===== config.mk =====
export PLATFORM = sky130hd
export DESIGN_NAME = fp_addsub_align_stage_flat
export DESIGN_NICKNAME = d
export VERILOG_FILES = /design/src/rtl/fp_addsub_align_stage_if.sv /design/src/rtl/fp_addsub_align_stage.sv /design/src/flat_wrapper.sv
export SDC_FILE = /design/constraint.sdc
export NUM_CORES = 1
export LEC_CHECK = 0
export CORE_MARGIN = 10
export CORE_UTILIZATION = 45
export CTS_BUF_LIST = sky130_fd_sc_hd__clkbuf_16
export CTS_CLUSTER_SIZE = 30
export DETAILED_ROUTE_END_ITERATION = 16
export PLACE_DENSITY = 0.79
export SLEW_MARGIN = 5
export SYNTH_ARGS = -nofsm -noshare
export SYNTH_HDL_FRONTEND = slang
export SYNTH_SLANG_ARGS = --single-unit

===== constraint.sdc =====
create_clock -name clk -period 2.4 [get_ports clk]
set_input_delay 0.48 -clock clk [delete_from_list [all_inputs] [get_ports clk]]
set_output_delay 0.48 -clock clk [all_outputs]
set_load 0.005 [all_outputs]

===== src/rtl/fp_addsub_align_stage_if.sv =====
// Purpose: operand/result bundle for the FP add/sub alignment stage (both handshake sides).
// Latency: n/a (wiring only).
// Backpressure: carries in_valid/in_ready upstream and out_valid/out_ready downstream.
//
// Modports:
//   slave  - the alignment stage's view (consumes operands, produces aligned result)
//   master - the surrounding environment's view (pre-align stage + adder)
interface fp_addsub_align_stage_if #(
    parameter int EW = 8,
    parameter int MW = 25
) ();
    // upstream side
    logic          in_valid;
    logic          in_ready;
    logic          Opr;
    logic          Sa;
    logic          Sb;
    logic [EW-1:0] Ea;
    logic [EW-1:0] Eb;
    logic [MW-1:0] Ma;
    logic [MW-1:0] Mb;
    logic [6:0]    InputExc;
    // downstream side
    logic          out_valid;
    logic          out_ready;
    logic [EW-1:0] Emax;
    logic [MW-1:0] Mmax;
    logic [MW-1:0] Mmin;
    logic          Sticky;
    logic          Sout;
    logic          OpEff;
    logic          Swapped;
    logic [6:0]    ExcOut;

    modport slave (
        input  in_valid, Opr, Sa, Sb, Ea, Eb, Ma, Mb, InputExc, out_ready,
        output in_ready, out_valid, Emax, Mmax, Mmin, Sticky, Sout, OpEff, Swapped, ExcOut
    );

    modport master (
        output in_valid, Opr, Sa, Sb, Ea, Eb, Ma, Mb, InputExc, out_ready,
        input  in_ready, out_valid, Emax, Mmax, Mmin, Sticky, Sout, OpEff, Swapped, ExcOut
    );
endinterface


===== src/rtl/fp_addsub_align_stage.sv =====
// Purpose: FP add/sub alignment - stage 1 orders operands by magnitude, stage 2 right-shifts the smaller mantissa.
// Latency: 2 cycles from input transfer to out_valid, 1 result per cycle.
// Backpressure: valid/ready; a stalled output holds both stages, in_ready drops only when both are full.
//
// Ports: clk (rising edge), rst_n (async active-low), io (fp_addsub_align_stage_if.slave):
//   in:  in_valid, Opr, Sa, Sb, Ea, Eb, Ma, Mb, InputExc, out_ready
//   out: in_ready, out_valid, Emax, Mmax, Mmin, Sticky, Sout, OpEff, Swapped, ExcOut
// Build option: define FPADDSUB_ALIGN_STICKY_EN to build the sticky logic; otherwise Sticky is tied to 0.
module fp_addsub_align_stage #(
    parameter int EW = 8,
    parameter int MW = 25
) (
    input  logic                    clk,
    input  logic                    rst_n,
    fp_addsub_align_stage_if.slave  io
);

    // ---------------- handshake ----------------
    logic v1_q, v2_q;
    logic adv1, adv2;

    assign adv2        = ~v2_q | io.out_ready;
    assign adv1        = ~v1_q | adv2;
    assign io.in_ready = adv1;
    assign io.out_valid = v2_q;

    // ---------------- stage 1: magnitude ordering ----------------
    logic          swap_d;
    logic [EW-1:0] elarge_d, esmall_d, d_d;
    logic [MW-1:0] mlarge_d, msmall_d;
    logic          opeff_d, sout_d;

    logic [EW-1:0] elarge1_q, d1_q;
    logic [MW-1:0] mlarge1_q, msmall1_q;
    logic          swap1_q, opeff1_q, sout1_q;
    logic [6:0]    exc1_q;

    always_comb begin
        // Equal exponents fall back to the mantissa compare; full equality keeps A as larger.
        swap_d   = (io.Eb > io.Ea) | ((io.Ea == io.Eb) & (io.Mb > io.Ma));
        elarge_d = swap_d ? io.Eb : io.Ea;
        esmall_d = swap_d ? io.Ea : io.Eb;
        mlarge_d = swap_d ? io.Mb : io.Ma;
        msmall_d = swap_d ? io.Ma : io.Mb;
        d_d      = elarge_d - esmall_d;   // ordering guarantees this never wraps
        opeff_d  = io.Opr ^ io.Sa ^ io.Sb;
        // When B dominates, the result takes B's sign as seen through the operation.
        sout_d   = swap_d ? (io.Sb ^ io.Opr) : io.Sa;
    end

    // ---------------- stage 2: alignment shift ----------------
    logic [MW-1:0] mmin_d;
    logic          sticky_d;

    // A shift amount of MW or more empties the vector, which gives Mmin = 0 without a special case.
    assign mmin_d = msmall1_q >> d1_q;

`ifdef FPADDSUB_ALIGN_STICKY_EN
    logic [MW-1:0] ones_w, lost_mask_w;
    assign ones_w      = {MW{1'b1}};
    // Mask of bit positions below d; saturates to all ones once d >= MW.
    assign lost_mask_w = ~(ones_w << d1_q);
    assign sticky_d    = |(msmall1_q & lost_mask_w);
`else
    assign sticky_d    = 1'b0;
`endif

    logic [EW-1:0] emax2_q;
    logic [MW-1:0] mmax2_q, mmin2_q;
    logic          sticky2_q, sout2_q, opeff2_q, swap2_q;
    logic [6:0]    exc2_q;

    always_ff @(posedge clk or negedge rst_n) begin
        if (!rst_n) begin
            v1_q      <= 1'b0;
            elarge1_q <= '0;
            d1_q      <= '0;
            mlarge1_q <= '0;
            msmall1_q <= '0;
            swap1_q   <= 1'b0;
            opeff1_q  <= 1'b0;
            sout1_q   <= 1'b0;
            exc1_q    <= '0;
        end else if (adv1) begin
            v1_q <= io.in_valid;
            // Data only moves for real operands; bubbles leave the old (don't-care) contents.
            if (io.in_valid) begin
                elarge1_q <= elarge_d;
                d1_q      <= d_d;
                mlarge1_q <= mlarge_d;
                msmall1_q <= msmall_d;
                swap1_q   <= swap_d;
                opeff1_q  <= opeff_d;
                sout1_q   <= sout_d;
                exc1_q    <= io.InputExc;
            end
        end
    end

    always_ff @(posedge clk or negedge rst_n) begin
        if (!rst_n) begin
            v2_q      <= 1'b0;
            emax2_q   <= '0;
            mmax2_q   <= '0;
            mmin2_q   <= '0;
            sticky2_q <= 1'b0;
            sout2_q   <= 1'b0;
            opeff2_q  <= 1'b0;
            swap2_q   <= 1'b0;
            exc2_q    <= '0;
        end else if (adv2) begin
            v2_q <= v1_q;
            if (v1_q) begin
                emax2_q   <= elarge1_q;
                mmax2_q   <= mlarge1_q;
                mmin2_q   <= mmin_d;
                sticky2_q <= sticky_d;
                sout2_q   <= sout1_q;
                opeff2_q  <= opeff1_q;
                swap2_q   <= swap1_q;
                exc2_q    <= exc1_q;
            end
        end
    end

    assign io.Emax    = emax2_q;
    assign io.Mmax    = mmax2_q;
    assign io.Mmin    = mmin2_q;
    assign io.Sticky  = sticky2_q;
    assign io.Sout    = sout2_q;
    assign io.OpEff   = opeff2_q;
    assign io.Swapped = swap2_q;
    assign io.ExcOut  = exc2_q;

endmodule

===== src/flat_wrapper.sv =====
// flat-port wrapper written by rule: the top's interface ports become plain ports
module fp_addsub_align_stage_flat 
#(
    parameter int EW = 8,
    parameter int MW = 25
)
  (clk, rst_n, io_in_valid, io_Opr, io_Sa, io_Sb, io_Ea, io_Eb, io_Ma, io_Mb, io_InputExc, io_out_ready, io_in_ready, io_out_valid, io_Emax, io_Mmax, io_Mmin, io_Sticky, io_Sout, io_OpEff, io_Swapped, io_ExcOut);
  fp_addsub_align_stage_if #(.EW(EW), .MW(MW)) io_i ();
  input  logic clk;
  input  logic rst_n;
  input wire logic [$bits(io_i.in_valid)-1:0] io_in_valid;
  input wire logic [$bits(io_i.Opr)-1:0] io_Opr;
  input wire logic [$bits(io_i.Sa)-1:0] io_Sa;
  input wire logic [$bits(io_i.Sb)-1:0] io_Sb;
  input wire logic [$bits(io_i.Ea)-1:0] io_Ea;
  input wire logic [$bits(io_i.Eb)-1:0] io_Eb;
  input wire logic [$bits(io_i.Ma)-1:0] io_Ma;
  input wire logic [$bits(io_i.Mb)-1:0] io_Mb;
  input wire logic [$bits(io_i.InputExc)-1:0] io_InputExc;
  input wire logic [$bits(io_i.out_ready)-1:0] io_out_ready;
  output wire logic [$bits(io_i.in_ready)-1:0] io_in_ready;
  output wire logic [$bits(io_i.out_valid)-1:0] io_out_valid;
  output wire logic [$bits(io_i.Emax)-1:0] io_Emax;
  output wire logic [$bits(io_i.Mmax)-1:0] io_Mmax;
  output wire logic [$bits(io_i.Mmin)-1:0] io_Mmin;
  output wire logic [$bits(io_i.Sticky)-1:0] io_Sticky;
  output wire logic [$bits(io_i.Sout)-1:0] io_Sout;
  output wire logic [$bits(io_i.OpEff)-1:0] io_OpEff;
  output wire logic [$bits(io_i.Swapped)-1:0] io_Swapped;
  output wire logic [$bits(io_i.ExcOut)-1:0] io_ExcOut;
  assign io_i.in_valid = io_in_valid;
  assign io_i.Opr = io_Opr;
  assign io_i.Sa = io_Sa;
  assign io_i.Sb = io_Sb;
  assign io_i.Ea = io_Ea;
  assign io_i.Eb = io_Eb;
  assign io_i.Ma = io_Ma;
  assign io_i.Mb = io_Mb;
  assign io_i.InputExc = io_InputExc;
  assign io_i.out_ready = io_out_ready;
  assign io_in_ready = io_i.in_ready;
  assign io_out_valid = io_i.out_valid;
  assign io_Emax = io_i.Emax;
  assign io_Mmax = io_i.Mmax;
  assign io_Mmin = io_i.Mmin;
  assign io_Sticky = io_i.Sticky;
  assign io_Sout = io_i.Sout;
  assign io_OpEff = io_i.OpEff;
  assign io_Swapped = io_i.Swapped;
  assign io_ExcOut = io_i.ExcOut;
  fp_addsub_align_stage #(.EW(EW), .MW(MW)) u_core (.clk(clk), .rst_n(rst_n), .io(io_i));
endmodule

==> results of run 1 <==
[registers in the layout, summed over array words and instances (netlist names), 7 cells and up]
name / flops
u_core.io.Mmax: 25
u_core.msmall1_q: 25
u_core.mlarge1_q: 25
u_core.d1_q: 8
u_core.io.Mmin: 25
u_core.elarge1_q: 8
u_core.io.ExcOut: 7
u_core.io.Emax: 8
u_core.exc1_q: 7
[layout by cell type (no fill, tap or decap), types with 6 or more instances in the layout]
cell type,n
nand4_1,10
a21oi_2,6
ha_4,26
dlygate4sd2_1,15
buf_6,16
a22oi_1,6
nand2b_1,8
nand2_1,141
clkbuf_16,18
a21oi_1,41
o21ai_1,33
dfrtp_1,146
a31oi_1,8
mux2_2,51
clkdlybuf4s50_1,86
inv_2,25
mux2i_1,49
clkdlybuf4s15_1,6
nand3_1,16
o21ai_0,66
inv_1,14
buf_4,105
nor2_1,55
ha_1,6
clkbuf_2,30
o22ai_1,8
buf_12,8
a22o_1,12
[worst reg2reg max path, stage by stage, from the launching register on]
cell	delay, ps
dfrtp_1	390
buf_12	190
mux2_2	370
nand2_1	60
o21ai_0	130
nand3_1	110
o21ai_0	180
o21ai_0	300
a21oi_1	110
a22o_1	220
[per-stage QoR]
step / hold slack, ps / power (W) / area, sq um
floorplan: 184.4 / 0.004705 / 8300
global placement: 453.7 / 0.006000 / 10700
detailed placement: 463.0 / 0.006061 / 10700
CTS: 25.15 / 0.008726 / 11750
global route: 42.50 / 0.009316 / 11950
finish: 7.122 / 0.008815 / 11950
[cells by family (layout without fill, tap and decap cells)]
group                    after synthesis  count (layout)  synth area share
other                                  1               2         0.0004579
multiplexers                         111             111            0.1486
AO/OA/AOI/OAI                        220             220            0.1616
AND/OR/NAND/NOR                      267             267            0.1401
XOR/XNOR                               6               6          0.006417
buffers and inverters                 97             348           0.04629
flip-flops                           146             146            0.4461
adder cells (fa/ha/maj)               33              33           0.05041
[cell type report]
| cell class | instances | area [sq um] | share of cell area |
|---|---|---|---|
| antenna | 1 | 2.502 | 0.0002095 |
| clock buffer | 17 | 425.4 | 0.03561 |
| clock inverter | 15 | 133.9 | 0.01121 |
| inverter | 42 | 172.7 | 0.01445 |
| multi-input combinational | 638 | 4801 | 0.4019 |
| sequential | 146 | 3654 | 0.3058 |
| tap | 229 | 286.5 | 0.02398 |
| timing repair buffer | 274 | 2471 | 0.2068 |
[worst min path at each step]
| stage | cells after the start | start | slack, ps | end |
|---|---|---|---|---|
| after global routing | 1 | rst_n | 40 | u_core.io.Mmax[17]$_DFFE_PN0P_ |
| after CTS | 1 | rst_n | 30 | u_core.io.Mmax[13]$_DFFE_PN0P_ |
| final | 1 | rst_n | 7 | u_core.mlarge1_q[13]$_DFFE_PN0P_ |
| after detailed placement | 2 | u_core.exc1_q[6]$_DFFE_PN0P_ | 460 | u_core.exc1_q[6]$_DFFE_PN0P_ |
| after floorplan | 0 | rst_n | 180 | u_core.d1_q[0]$_DFFE_PN0P_ |
| after global placement | 2 | u_core.exc1_q[3]$_DFFE_PN0P_ | 450 | u_core.exc1_q[3]$_DFFE_PN0P_ |
[what timing repair did]
action	CTS	global route
gates cloned	2	1
pin swaps	31	39
setup endpoints to repair	67	66
resized for setup	167	151
buffers inserted	10	10
[power groups by stage]
stage	Sequential, W	Combinational [W]	Clock (W)
2_1_floorplan	0.00322	0.00148	0
3_3_place_gp	0.00328	0.00272	0
3_5_place_dp	0.00330	0.00276	0
4_1_cts	0.00326	0.00291	0.00255
5_1_grt	0.00333	0.00332	0.00267
6_report	0.00327	0.00303	0.00252
[routing by layer]
| metal | part of all wire | GRT usage | up-vias |
|---|---|---|---|
| met5 | 0 | 0 | - |
| met4 | 0.017 | 0.05038 | 0 |
| met3 | 0.058 | 0.05321 | 31 |
| met2 | 0.48 | 0.3216 | 188 |
| met1 | 0.44 | 0.2484 | 3512 |
| li1 | - | - | 3589 |
==> summary.md, run 1 <==
| Metric | Value |
|---|---|
| Vias per cell | `5.374` |
| Number of enable flip-flop cells after synthesis | `0` |
| Synth unique cells | `60` |
| Syn Nets | `994` |
| Layout Utilization | `0.6650` |
| PD cells | `737.9 nW/um^2` |
| Max VDD drop | `0.0005466 V` |
| Seq/Total Area, Yosys | `0.4461` |
| Crit path cell chain | `buf_2, ha_4, nand4_1, nor4_2, buf_4, a21bo_4, o21ba_4, a22oi_2, nor3_2, a311o_1, or3b_4, a221oi_2, o22a_1` |
| Dpl ws | `-1484 ps` |
| Top-count cell post-synth | `dfrtp_1` |
| Stages on worst setup path | `13` |
| Longest Clk Path Bufs | `2` |
| Wire per inst | `17.93 um` |
| R2r startpoint | `u_core.d1_q[1]$_DFFE_PN0P_` |
| Switch Pwr | `0.002837 W` |
| Layout cell share with drive strength beyond 1 | `0.3154` |
| Synth Cell Area | `8190 sq um` |
| Die width | `154.9 um` |
| Final ANT Viol Nets | `0` |
| R2r setup slk | `230 ps` |
| Synth top area share | `0.4461` |
| Initial antenna violation count | `1` |
| Arrival time worst endpoint | `3400 ps` |
| CTS Hold Bufs | `0` |
| Detailed-route via count | `7320` |
| Core Area | `17960 sq um` |
| CP top delay family | `compound AO/OA/AOI/OAI gates` |
| Setup TNS | `-15710 ps` |
| Fin worst setup slack | `-640.6 ps` |
| DP Cell Count | `1309` |
| Final cell count without fillers | `1362` |
| Commonest cells in the netlist | `dfrtp_1, nand2_1, o21ai_0` |
| Maximum clock rate | `328.9 MHz` |
| Crit-path max FO | `3` |
| Part of the cycle the worst path needs | `1.267` |
| Final WL | `24.43 mm` |
| Tmin final | `3041 ps` |
| # H-tree levels | `4` |
| Detail Placement HPWL | `17.17 mm` |
| Critical setup path kind | `primary input to register` |
| NumNets Final | `1232` |
| CTS Buf Count | `17` |
| Pin count of the biggest net entering global routing | `62` |
| Max-cap violations | `0` |
| Async SR Flop Fraction | `1.000` |
| Startpoint class of the critical path | `primary input` |
| Measured slew at the worst slew-check pin | `569.0 ps` |
| Crit. End Element | `register` |
| Setup crit start | `io_Mb[9]` |
| Mean post-synth cell area | `9.297 sq um` |
| Clk slew on worst S/H paths | `70 ps` |
| Clock power share | `0.286` |
| Die ar. | `24000 sq um` |
| Switching share of power | `0.3219` |
| Hold crit path type | `primary input to async pin` |
| Drt initial violations | `435` |
| Leakage | `5.336 nW` |
| Primary FF master, synth | `dfrtp_1` |
| RSZ-0062 raised after global routing | `true` |
| R2R Path End | `u_core.io.Mmin[0]$_DFFE_PN0P_` |
| Comb pwr share | `0.343` |
| Worst Path Required | `2760 ps` |
| Clock Sinks | `146` |
| Largest stage delay on the critical path | `450 ps` |
| Internal | `0.005977 W` |
| Cells after Synth | `881` |
| # setup viols final | `59` |
| Failing checks | `setup timing` |
| Final Wtd Congestion | `0.8623` |
| CTS root buffer | `clkbuf_16` |
| Worst-Skew Late Latency | `420 ps` |
| Slowest cell on crit path | `or3b_4` |
| Die height | `154.9 um` |
| Final hold violation count | `0` |
| I/O pin total | `151` |
| Status | `finished with violations` |
| Synth area leaders | `dfrtp_1, mux2_2, mux2i_1` |
| YS warnings | `0` |
| First-pass GRT wire length | `38.50 mm` |
| Vias in the first global route | `7456` |
| CP Capture Point | `u_core.d1_q[6]$_DFFE_PN0P_` |
| Overflow after GRT | `0` |
| Critical path buffers and inverters | `2` |
| Synthesis-to-layout area growth | `45.86%` |
| Slew Limit Fails | `0` |
| Port-buffer cells | `149` |
| Number of core rows | `49` |
| R2R depth | `9` |
| Slew headroom | `0.6166` |
| First-pass DRT Iterations | `5` |
| Flop pwr share | `0.371` |
| Post-route DRC | `0` |
| CTS tree | `yes` |
| Yosys reg bits | `146` |
| Synth area leader | `dfrtp_1` |
| Total Routing Usage GR | `0.1955` |
| Initial Util | `0.4559` |
| Skew final | `8.318 ps` |
| Filler cells | `1396` |
Note: power is estimated with default switching activity, not from simulation.
==> inputs of run 2 (changes only) <==
CTS_BUF_LIST = sky130_fd_sc_hd__clkbuf_8   (was sky130_fd_sc_hd__clkbuf_16)
==> run 2 against run 1 <==
Against the previous run: the run still ends with setup timing left; routed wire length decreased by 1.2%; die area stayed put; core utilization fell by 1.3 points; clock skew is 1.8 ps higher; clock power fell by 27%; non-clock buffer count unchanged; flip-flop and latch count stayed put; hold slack improved by 290 ps; global-route usage increased by 0.053 points; combinational power barely moved; highest routed layer unchanged.
==> summary.md, run 2 (synthesis results as in run 1) <==
| Metric | Value |
|---|---|
| Vias per cell | `5.376 (was 5.374)` |
| Clk slew on worst S/H paths | `80 ps (was 70 ps)` |
| Synthesis-to-layout area growth | `42.99% (was 45.86%)` |
| Worst-Skew Late Latency | `460 ps (was 420 ps)` |
| Measured slew at the worst slew-check pin | `541.8 ps (was 569.0 ps)` |
| Crit. End Element | `register (unchanged)` |
| First-pass DRT Iterations | `5 (unchanged)` |
| Core Area | `17960 sq um (unchanged)` |
| Port-buffer cells | `149 (unchanged)` |
| Crit-path max FO | `4 (was 3)` |
| Commonest non-fill, non-tap cell in the layout | `dfrtp_1 (unchanged)` |
| Max-cap violations | `0 (unchanged)` |
| Initial antenna violation count | `0 (was 1)` |
| Total Routing Usage GR | `0.1960 (was 0.1955)` |
| Final ANT Viol Nets | `0 (unchanged)` |
| Slew headroom | `0.6388 (was 0.6166)` |
| Fin worst setup slack | `-485.4 ps (was -640.6 ps)` |
| Diodes inserted | `0 (was 1)` |
| Critical hold path startpoint | `io_Ma[21]` |
| CTS tree | `yes (unchanged)` |
| Grt peak-use layer | `met2 (unchanged)` |
| Design Area, Final | `11710 sq um (was 11950 sq um)` |
| Max VDD drop | `0.0004089 V (was 0.0005466 V)` |
| Die height | `154.9 um (unchanged)` |
| Layout Utilization | `0.6519 (was 0.6650)` |
| Longest Clk Path Bufs | `2 (unchanged)` |
| Wire per inst | `17.73 um (was 17.93 um)` |
| Final hold slack | `302.0 ps (was 7.122 ps)` |
| Overflow after GRT | `0 (unchanged)` |
| Tmin final | `2885 ps (was 3041 ps)` |
| Worst Path Required | `2800 ps (was 2760 ps)` |
| Power after layout | `0.008095 W (was 0.008815 W)` |
| Arrival time worst endpoint | `3290 ps (was 3400 ps)` |
| Slew Limit Fails | `0 (unchanged)` |
| Setup crit start | `io_Ma[0] (was io_Mb[9])` |
| Pin count of the biggest net entering global routing | `62 (unchanged)` |
| Critical setup path kind | `primary input to register (unchanged)` |
| Hold crit path type | `primary input to register (was primary input to async pin)` |
| Cell Area, Placed | `10700 sq um (unchanged)` |
| Leakage | `5.281 nW (was 5.336 nW)` |
| Layout cell share with drive strength beyond 1 | `0.3207 (was 0.3154)` |
| Dpl ws | `-1484 ps (unchanged)` |
| PD cells | `691.2 nW/um^2 (was 737.9 nW/um^2)` |
| # setup viols final | `57 (was 59)` |
| Skew final | `10.12 ps (was 8.318 ps)` |
| Startpoint class of the critical path | `primary input (unchanged)` |
| GR Util met1 | `0.2497 (was 0.2484)` |
| Number of core rows | `49 (unchanged)` |
| Status | `finished with violations (unchanged)` |
| Failing checks | `setup timing (unchanged)` |
| Initial Util | `0.4559 (unchanged)` |
| I/O pin total | `151 (unchanged)` |
| Final Wtd Congestion | `0.8623 (unchanged)` |
| Maximum clock rate | `346.6 MHz (was 328.9 MHz)` |
| Detail Placement HPWL | `17.17 mm (unchanged)` |
| Final WL | `24.13 mm (was 24.43 mm)` |
| CTS root buffer | `clkbuf_8 (was clkbuf_16)` |
| Detailed-route via count | `7317 (was 7320)` |
| Die width | `154.9 um (unchanged)` |
| Global-route met2 utilization | `0.3175 (was 0.3216)` |
| R2r startpoint | `u_core.d1_q[1]$_DFFE_PN0P_ (unchanged)` |
| # H-tree levels | `4 (unchanged)` |
| First-pass GRT wire length | `38.51 mm (was 38.50 mm)` |
| Drt initial violations | `452 (was 435)` |
| RSZ-0062 raised after global routing | `true (unchanged)` |
| Post-route DRC | `0 (unchanged)` |
| R2r setup slk | `230 ps (about the same)` |
| Final hold violation count | `0 (unchanged)` |
| CTS Buf Count | `17 (unchanged)` |
| Met3 global-route usage | `0.05680 (was 0.05321)` |
| Most frequent cells in the layout | `dfrtp_1, nand2_1, buf_4, clkdlybuf4s50_1, o21ai_0 (unchanged)` |
| Part of the cycle the worst path needs | `1.202 (was 1.267)` |
| Clock Sinks | `146 (unchanged)` |
| Die ar. | `24000 sq um (unchanged)` |
| NumNets Final | `1232 (unchanged)` |
| Vias in the first global route | `7429 (was 7456)` |
[run 2: cell types whose count changed in the layout (fill, tap and decap cells not counted), sizes merged, moves of 3 or more]
cell           delta
clkdlybuf4s15     -4
buf               +3
dlygate4sd2      -14
clkbuf            +6
dlymetal6s2s      +8
[run 2: area by class of cell]
cell class,instances,area [sq um]
clock buffers,17,234.0
clock inverters,15,133.9
fillers,1413,6252
inverters,42,175.2
multi-input cells,638,4775
flip-flops and latches,146,3654
well taps,229,286.5
repair buffers,274,2454
[run 2: metal layers]
layer / wire, um / up-vias
met1: 10740 / 3501
met3: 1441 / 30
met5: 0 / -
met2: 11520 / 201
li1: - / 3585
met4: 432 / 0
[run 2: worst paths after layout]
kind,end,depth (start not counted)
setup / recovery,u_core.d1_q[5]$_DFFE_PN0P_,13
hold / removal,u_core.mlarge1_q[21]$_DFFE_PN0P_,3
setup reg to reg,u_core.io.Mmin[0]$_DFFE_PN0P_,9
hold reg to reg,u_core.exc1_q[2]$_DFFE_PN0P_,2
max in group asynchronous,u_core.io.Mmin[24]$_DFFE_PN0P_,3
min in group asynchronous,u_core.mlarge1_q[13]$_DFFE_PN0P_,2
[run 2: through the flow]
stage,setup TNS [ps],std cells
6_report,-10990,1361
2_1_floorplan,-10360,881
3_3_place_gp,-68040,1309
3_5_place_dp,-70340,1309
4_1_cts,-17660,1355
5_1_grt,-16830,1361
[run 2: critical path, cell delays in order]
cell and delay, ps:
clkdlybuf4s50_1 510, ha_2 210, nor3_4 60, a2111oi_4 270
buf_4 200, o21bai_4 70, o22ai_4 150, buf_6 140
nor2_1 40, a311o_1 340, or3b_4 440, mux2_4 310
nand3_2 50
[run 2: power by group]
part / internal [W] / total (W) / switching (W)
Sequential: 0.00293 / 0.00326 / 0.000325
Clock: 0.000824 / 0.00183 / 0.00101
Combinational: 0.00159 / 0.00300 / 0.00141
[run 2: what timing repair did]
| item | in CTS | in global routing |
|---|---|---|
| hold buffers | 1 | 0 |
| pin swaps | 30 | 43 |
| cloned | 3 | 0 |
| setup endpoints to repair | 67 | 66 |
| setup buffers | 11 | 9 |
| endpoints found under the hold margin | 12 | 0 |
| resized for setup | 184 | 153 |
==> inputs of run 3 (changes only) <==
CAP_MARGIN = 20   (was unset)
==> results of run 3 <==
The final DEF is identical to that of run 2; final timing and power are the same.
